$ cat src/rtl/mc_ctrl_pkg.sv
// Shared types and encodings for the multicycle RISC-V controller.
// Holds the FSM state enum, ALU codes, opcodes and datapath mux encodings.
package mc_ctrl_pkg;

  typedef enum logic [3:0] {
    FETCH,
    DECODE,
    MEMADR,
    MEMREAD,
    MEMWB,
    MEMWRITE,
    EXECR,
    EXECI,
    ALUWB,
    BEQ,
    JAL
  } state_e;

  // How the ALU decoder should derive the operation for the current state
  typedef enum logic [2:0] {
    ALU_MODE_ZERO,
    ALU_MODE_ADD,
    ALU_MODE_SUB,
    ALU_MODE_RTYPE,
    ALU_MODE_ITYPE
  } alu_mode_e;

  localparam logic [2:0] ALU_AND = 3'b000;
  localparam logic [2:0] ALU_OR  = 3'b001;
  localparam logic [2:0] ALU_ADD = 3'b010;
  localparam logic [2:0] ALU_SUB = 3'b110;
  localparam logic [2:0] ALU_SLT = 3'b111;

  localparam logic [6:0] OP_LW     = 7'b0000011;
  localparam logic [6:0] OP_SW     = 7'b0100011;
  localparam logic [6:0] OP_RTYPE  = 7'b0110011;
  localparam logic [6:0] OP_ITYPE  = 7'b0010011;
  localparam logic [6:0] OP_BRANCH = 7'b1100011;
  localparam logic [6:0] OP_JAL    = 7'b1101111;

  localparam logic [1:0] RES_ALUOUT    = 2'b00;
  localparam logic [1:0] RES_DATA      = 2'b01;
  localparam logic [1:0] RES_ALURESULT = 2'b10;

  localparam logic [1:0] SRCA_PC    = 2'b00;
  localparam logic [1:0] SRCA_OLDPC = 2'b01;
  localparam logic [1:0] SRCA_RS1   = 2'b10;

  localparam logic [1:0] SRCB_RS2  = 2'b00;
  localparam logic [1:0] SRCB_IMM  = 2'b01;
  localparam logic [1:0] SRCB_FOUR = 2'b10;

  localparam logic [1:0] IMM_I = 2'b00;
  localparam logic [1:0] IMM_S = 2'b01;
  localparam logic [1:0] IMM_B = 2'b10;
  localparam logic [1:0] IMM_J = 2'b11;

  function automatic logic [1:0] imm_src_for(input logic [6:0] op);
    case (op)
      OP_LW, OP_ITYPE: imm_src_for = IMM_I;
      OP_SW:           imm_src_for = IMM_S;
      OP_BRANCH:       imm_src_for = IMM_B;
      OP_JAL:          imm_src_for = IMM_J;
      default:         imm_src_for = IMM_I;
    endcase
  endfunction

endpackage

$ cat src/rtl/alu_decoder.sv
// Combinational ALU operation decoder for the multicycle controller.
// Fixed modes come from the FSM; R/I modes decode funct3 (and funct7[5] for R).
module alu_decoder
  import mc_ctrl_pkg::*;
(
  input  alu_mode_e   mode,
  input  logic [2:0]  funct3,
  input  logic        funct7b5,
  output logic [2:0]  alu_ctrl
);

  always_comb begin
    alu_ctrl = ALU_AND;
    case (mode)
      ALU_MODE_ZERO: alu_ctrl = ALU_AND;
      ALU_MODE_ADD:  alu_ctrl = ALU_ADD;
      ALU_MODE_SUB:  alu_ctrl = ALU_SUB;
      ALU_MODE_RTYPE, ALU_MODE_ITYPE: begin
        case (funct3)
          // Only register-register ops can select subtract through funct7
          3'b000:  alu_ctrl = (mode == ALU_MODE_RTYPE && funct7b5) ? ALU_SUB : ALU_ADD;
          3'b010:  alu_ctrl = ALU_SLT;
          3'b110:  alu_ctrl = ALU_OR;
          3'b111:  alu_ctrl = ALU_AND;
          default: alu_ctrl = ALU_ADD;
        endcase
      end
      default: alu_ctrl = ALU_AND;
    endcase
  end

endmodule

$ cat src/rtl/multicycle_controller.sv
// Moore FSM controller for a multicycle RISC-V datapath with memory wait timeout.
// Optional macro CTRL_BNE_EN adds bne (branch funct3=001) through the BEQ state.
module multicycle_controller
  import mc_ctrl_pkg::*;
#(
  parameter int ALU_CTRL_W  = 3,
  parameter int MEM_TIMEOUT = 15
) (
  input  logic                  clk,
  input  logic                  reset,
  input  logic [6:0]            op,
  input  logic [2:0]            funct3,
  input  logic [6:0]            funct7,
  input  logic                  Zero,
  input  logic                  mem_ready,
  output logic                  PCWrite,
  output logic                  AdrSrc,
  output logic                  MemWrite,
  output logic                  IRWrite,
  output logic                  RegWrite,
  output logic [1:0]            ResultSrc,
  output logic [1:0]            ALUSrcA,
  output logic [1:0]            ALUSrcB,
  output logic [1:0]            ImmSrc,
  output logic [ALU_CTRL_W-1:0] ALUControl,
  output logic                  illegal_instr,
  output logic                  mem_fault
);

  localparam logic [7:0] TIMEOUT_LAST = 8'(MEM_TIMEOUT - 1);

  state_e     state;
  state_e     state_next;
  logic [7:0] wait_cnt;
  logic       waiting;
  logic       timeout;
  logic       pc_w;
  logic       mem_w;
  logic       ir_w;
  logic       reg_w;
  alu_mode_e  alu_mode;
  logic [2:0] alu_ctrl;
  logic       unused_funct7;

  assign unused_funct7 = ^{funct7[6], funct7[4:0]};

  // A memory wait is any cycle in a memory-facing state without mem_ready;
  // mem_ready in the final allowed cycle still wins over the abort.
  assign waiting = (state == FETCH || state == MEMREAD || state == MEMWRITE) && !mem_ready;
  assign timeout = waiting && (wait_cnt == TIMEOUT_LAST);

  always_ff @(posedge clk or posedge reset) begin
    if (reset) begin
      state     <= FETCH;
      wait_cnt  <= 8'd0;
      mem_fault <= 1'b0;
    end else begin
      state     <= state_next;
      mem_fault <= timeout;
      if (timeout || state_next != state)
        wait_cnt <= 8'd0;
      else if (waiting)
        wait_cnt <= wait_cnt + 8'd1;
    end
  end

  always_comb begin
    state_next    = state;
    pc_w          = 1'b0;
    mem_w         = 1'b0;
    ir_w          = 1'b0;
    reg_w         = 1'b0;
    AdrSrc        = 1'b0;
    ResultSrc     = RES_ALUOUT;
    ALUSrcA       = SRCA_PC;
    ALUSrcB       = SRCB_RS2;
    alu_mode      = ALU_MODE_ZERO;
    illegal_instr = 1'b0;
    case (state)
      FETCH: begin
        ALUSrcB   = SRCB_FOUR;
        alu_mode  = ALU_MODE_ADD;
        ResultSrc = RES_ALURESULT;
        ir_w      = mem_ready;
        pc_w      = mem_ready;
        if (mem_ready)
          state_next = DECODE;
      end
      DECODE: begin
        ALUSrcA  = SRCA_OLDPC;
        ALUSrcB  = SRCB_IMM;
        alu_mode = ALU_MODE_ADD;
        case (op)
          OP_LW, OP_SW: state_next = MEMADR;
          OP_RTYPE:     state_next = EXECR;
          OP_ITYPE:     state_next = EXECI;
          OP_JAL:       state_next = JAL;
          OP_BRANCH: begin
            if (funct3 == 3'b000)
              state_next = BEQ;
`ifdef CTRL_BNE_EN
            else if (funct3 == 3'b001)
              state_next = BEQ;
`endif
            else begin
              illegal_instr = 1'b1;
              state_next    = FETCH;
            end
          end
          default: begin
            illegal_instr = 1'b1;
            state_next    = FETCH;
          end
        endcase
      end
      MEMADR: begin
        ALUSrcA    = SRCA_RS1;
        ALUSrcB    = SRCB_IMM;
        alu_mode   = ALU_MODE_ADD;
        state_next = (op == OP_LW) ? MEMREAD : MEMWRITE;
      end
      MEMREAD: begin
        AdrSrc    = 1'b1;
        ResultSrc = RES_ALUOUT;
        if (mem_ready)
          state_next = MEMWB;
      end
      MEMWRITE: begin
        AdrSrc = 1'b1;
        mem_w  = 1'b1;
        if (mem_ready)
          state_next = FETCH;
      end
      MEMWB: begin
        ResultSrc  = RES_DATA;
        reg_w      = 1'b1;
        state_next = FETCH;
      end
      EXECR: begin
        ALUSrcA    = SRCA_RS1;
        ALUSrcB    = SRCB_RS2;
        alu_mode   = ALU_MODE_RTYPE;
        state_next = ALUWB;
      end
      EXECI: begin
        ALUSrcA    = SRCA_RS1;
        ALUSrcB    = SRCB_IMM;
        alu_mode   = ALU_MODE_ITYPE;
        state_next = ALUWB;
      end
      ALUWB: begin
        ResultSrc  = RES_ALUOUT;
        reg_w      = 1'b1;
        state_next = FETCH;
      end
      BEQ: begin
        ALUSrcA    = SRCA_RS1;
        ALUSrcB    = SRCB_RS2;
        alu_mode   = ALU_MODE_SUB;
        ResultSrc  = RES_ALUOUT;
`ifdef CTRL_BNE_EN
        pc_w       = (funct3 == 3'b001) ? ~Zero : Zero;
`else
        pc_w       = Zero;
`endif
        state_next = FETCH;
      end
      JAL: begin
        ALUSrcA    = SRCA_OLDPC;
        ALUSrcB    = SRCB_FOUR;
        alu_mode   = ALU_MODE_ADD;
        ResultSrc  = RES_ALUOUT;
        pc_w       = 1'b1;
        state_next = ALUWB;
      end
      default: state_next = FETCH;
    endcase
    // An expired memory wait abandons the access and refetches
    if (timeout)
      state_next = FETCH;
  end

  // Strobes are masked by reset directly so an in-flight write drops immediately
  assign PCWrite  = pc_w  & ~reset;
  assign MemWrite = mem_w & ~reset;
  assign IRWrite  = ir_w  & ~reset;
  assign RegWrite = reg_w & ~reset;
  assign ImmSrc   = imm_src_for(op);

  alu_decoder u_alu_decoder (
    .mode     (alu_mode),
    .funct3   (funct3),
    .funct7b5 (funct7[5]),
    .alu_ctrl (alu_ctrl)
  );

  always_comb begin
    ALUControl      = '0;
    ALUControl[2:0] = alu_ctrl;
  end

endmodule

$ cat config.mk
export PLATFORM = sky130hd
export DESIGN_NAME = multicycle_controller
export DESIGN_NICKNAME = d
export VERILOG_FILES = /design/src/rtl/mc_ctrl_pkg.sv /design/src/rtl/alu_decoder.sv /design/src/rtl/multicycle_controller.sv
export SDC_FILE = /design/constraint.sdc
export NUM_CORES = 1
export LEC_CHECK = 0
export CORE_AREA = 2 2 56 58
export CTS_CLUSTER_DIAMETER = 100
export DETAILED_ROUTE_END_ITERATION = 10
export DIE_AREA = 0 0 58 60
export PLACE_DENSITY = 0.88
export SYNTH_ARGS = -nofsm -noshare
export SYNTH_HDL_FRONTEND = slang
export SYNTH_SLANG_ARGS = --single-unit
$ cat constraint.sdc
create_clock -name clk -period 2.22 [get_ports clk]
set_clock_uncertainty 0.05 [all_clocks]
set_input_delay 0.666 -clock clk [delete_from_list [all_inputs] [get_ports clk]]
set_output_delay 0.666 -clock clk [all_outputs]
set_load 0.005 [all_outputs]
==> flow_metrics.py <==
metrics = {
    "sta": {
        "fmax_ghz": 0.375,
        "period_needed_ns": 2.67,
        "hold_viol_final": 0,
        "hold_slack_ns": 0.611,
        "drv_slew": 0,
        "tns_ns": -4.09,
        "tightest_slew_ns": 0.777,
        "fin_ws_ns": -0.450,
        "rsz0062_at_grt": "yes",
        "finalSetupViolCount": 23,
        "period_share_pct": 120,
        "relSlewSlack_pct": 47.7,
    },
    "logic_synthesis": {
        "synthSimpleGateAreaFrac_pct": 33.4,
        "synth.net_count": 180,
        "ys_top_cells_by_area": "dfrtp_1 (24%), a211oi_1 (5.6%), xor2_1 (3.9%)",
        "synth_top_area_share_pct": 24.3,
        "synthesis.area_um2": 1340,
        "async_reset_ff_share_pct": 100,
        "synth-compound-area-share_pct": 28.0,
        "synth_mux_area_share_pct": 0,
        "synth_edf_count": 0,
        "synth-seq-cells": 13,
        "synth_xor_area_share_pct": 5.24,
        "yosysSeqAreaShare_pct": 24.3,
        "synth_top_family_by_area": "simple AND/OR/NAND/NOR gates",
        "ys_warn_count": 0,
        "synth_flop_cell": "dfrtp_1",
        "synthCells": 157,
        "synth_top_area_cell": "dfrtp_1",
        "synth.distinct_cells": 60,
        "synth_fa_ha_area_share_pct": 1.87,
        "avgSynthCellArea_um2": 8.52,
    },
    "detailed_routing": {
        "drc": 0,
        "vias_per_cell": 7.02,
        "wl_met3_mm": 1.03,
        "vias": 2093,
        "wirelength_mm": 8.24,
        "initialDrtViolationCount": 289,
        "dr.max_layer_used": "met4",
        "ant_nets": 0,
        "met1_length_mm": 2.73,
        "drtPass1Iterations": 8,
        "route.met2.wl_mm": 3.84,
        "routedWlPerCell_um": 27.6,
    },
    "power_and_ir_drop": {
        "power_density_nw_per_um2": 337,
        "internal_power_uw": 535,
        "swShare_pct": 40.1,
        "vdd_drop_max_mv": 0.274,
        "power_switching_uw": 358,
        "pwr-share-clk_pct": 18.3,
        "power_leakage_nw": 1.21,
        "seqPwrFrac_pct": 29.4,
        "pwr-share-comb_pct": 52.3,
    },
    "clocking": {
        "cts_tree": "built",
        "clock_path_buffers": 2,
        "root_buffer": "clkbuf_4",
        "numCtsBuffers": 3,
        "clock_sinks": 13,
        "cts_hold_buf": 0,
        "clk_pin_slew_worst_paths_ns": 0.09,
        "insertion_delay_ns": 0.29,
        "htreeDepth": 1,
    },
    "floorplan": {
        "die_w_um": 58,
        "coreArea_um2": 2900,
        "die_y_um": 60,
        "pin_count": 39,
        "fp-row-count": 20,
        "die-area_um2": 3480,
        "start_util_pct": 46.1,
    },
    "worst_setup_path": {
        "path_buf_inv": 3,
        "crit_family": "simple AND/OR/NAND/NOR gates",
        "required_ns": 1.50,
        "worst_setup_path_end_kind": "primary output",
        "worstPathArrival_ns": 1.95,
        "cp_max_fo": 8,
        "crit_path_start_kind": "register",
        "slowest_delay_ns": 0.44,
        "crit_type": "reg2out",
        "crit_slowest_cell": "dfrtp_1",
        "crit_chain": "buf_6 > buf_8 > nor2_4 > nand2_1 > a21oi_2 > a31oi_1 > nor3_1 > buf_2",
    },
    "cells_and_area": {
        "nFillCells": 93,
        "n_antenna_cell": 0,
        "syn_to_final_growth_pct": 98.0,
        "final_common_cell": "buf_4",
        "layout-drive-gt1-share_pct": 68.7,
        "nets": 289,
        "final_cell_mix": "buf_4 (55), buf_2 (25), buf_6 (22)",
    },
    "grt": {
        "antenna_found_initial": 0,
        "grt_util_all_layers_pct": 39.0,
        "grt_max_degree": 14,
        "grt_pass1_vias": 1892,
        "gr-total-overflow": 0,
        "grt_pass1_wl_mm": 9.92,
    },
    "place": {
        "port_buffers": 32,
        "dp_hpwl_mm": 3.12,
        "gp_congestion": 0.875,
    },
    "min_path": {
        "min_path_type": "reg2reg",
    },
    "outcome": {
        "outcome": "finished with violations",
        "violations": "setup timing",
    },
    "flow_run": {
        "drv_cap": 0,
    },
}
## kinds of logic after synthesis
logic type               count (synthesis)
AO/OA/AOI/OAI                           45
XOR/XNOR                                 8
adder cells (fa/ha/maj)                  2
buffers and inverters                   16
flip-flops                              13
AND/OR/NAND/NOR                         73
## worst paths after layout
check | endpoint | slack [ns] | cells after the start | startpoint
setup reg to reg | wait_cnt[3]$_DFFE_PP0P_ | -0.25 | 8 | state[1]$_DFF_PP0_
setup / recovery | PCWrite | -0.45 | 8 | state[3]$_DFF_PP0_
min in group asynchronous | state[2]$_DFF_PP0_ | 0.76 | 3 | reset
hold / removal | wait_cnt[7]$_DFFE_PP0P_ | 0.61 | 2 | wait_cnt[7]$_DFFE_PP0P_
max in group asynchronous | state[0]$_DFF_PP0_ | 0.96 | 3 | reset
hold reg to reg | wait_cnt[7]$_DFFE_PP0P_ | 0.61 | 2 | wait_cnt[7]$_DFFE_PP0P_
## stage by stage
stage / utilization (%) / cells / setup slack [ns] / instance area (um2) / power, mW
final: 91.3 / 298 / -0.450 / 2650 / 0.893
after global routing: 91.3 / 298 / -0.535 / 2650 / 0.915
after CTS: 84.2 / 290 / -0.181 / 2440 / 0.783
after detailed placement: 67.5 / 257 / -0.949 / 1960 / 0.556
after global placement: 67.5 / 257 / -0.917 / 1960 / 0.547
after floorplan: - / 157 / 0.0432 / 1340 / 0.403
## Yosys cell counts (5+ instances only)
library cell and count:
xor2_1 6, inv_1 6, a21oi_1 5, nor2_1 13, nor2b_1 5, a211oi_1 10
o21ai_0 10, dfrtp_1 13, nand2_1 12, nand4_1 5, nor3_1 8
## routing by layer
metal,global-route usage [%],up-vias
met5,0,-
li1,-,827
met1,45.4,947
met3,8.66,80
met4,25.2,0
met2,64.9,239
## area by class of cell
class	count	area, um2	share of cell area, %
Clock buffer	3	22.5	0.850
Clock inverter	1	5.00	0.189
Inverter	7	31.3	1.18
Multi-Input combinational cell	128	1260	47.5
Sequential cell	13	328	12.4
Tap cell	33	41.3	1.56
Timing Repair Buffer	113	963	36.4
## sequential cells by signal, indices dropped and copies added (netlist names)
name       cells
wait_cnt       8
state          4
mem_fault      1
## power groups by stage
stage                     clock network, mW  registers, mW  logic (mW)
final                                 0.163          0.262       0.467
after global routing                  0.169          0.264       0.482
after CTS                             0.145          0.261       0.377
after detailed placement                  0          0.265       0.291
after global placement                    0          0.264       0.283
after floorplan                           0          0.261       0.142
## timing repair
action,in CTS,in global routing
pin swaps,26,23
buffers inserted,25,12
gates resized for setup,179,43
hold endpoints to repair,0,0
cloned,4,0
endpoints found under the setup margin,28,28
## tightest hold or removal path, stage by stage, from the launching register on
cell      delay (ns)
dfrtp_1         0.40
xor2_1          0.18
a211oi_2        0.05
Power figures use the tool's default switching activity.
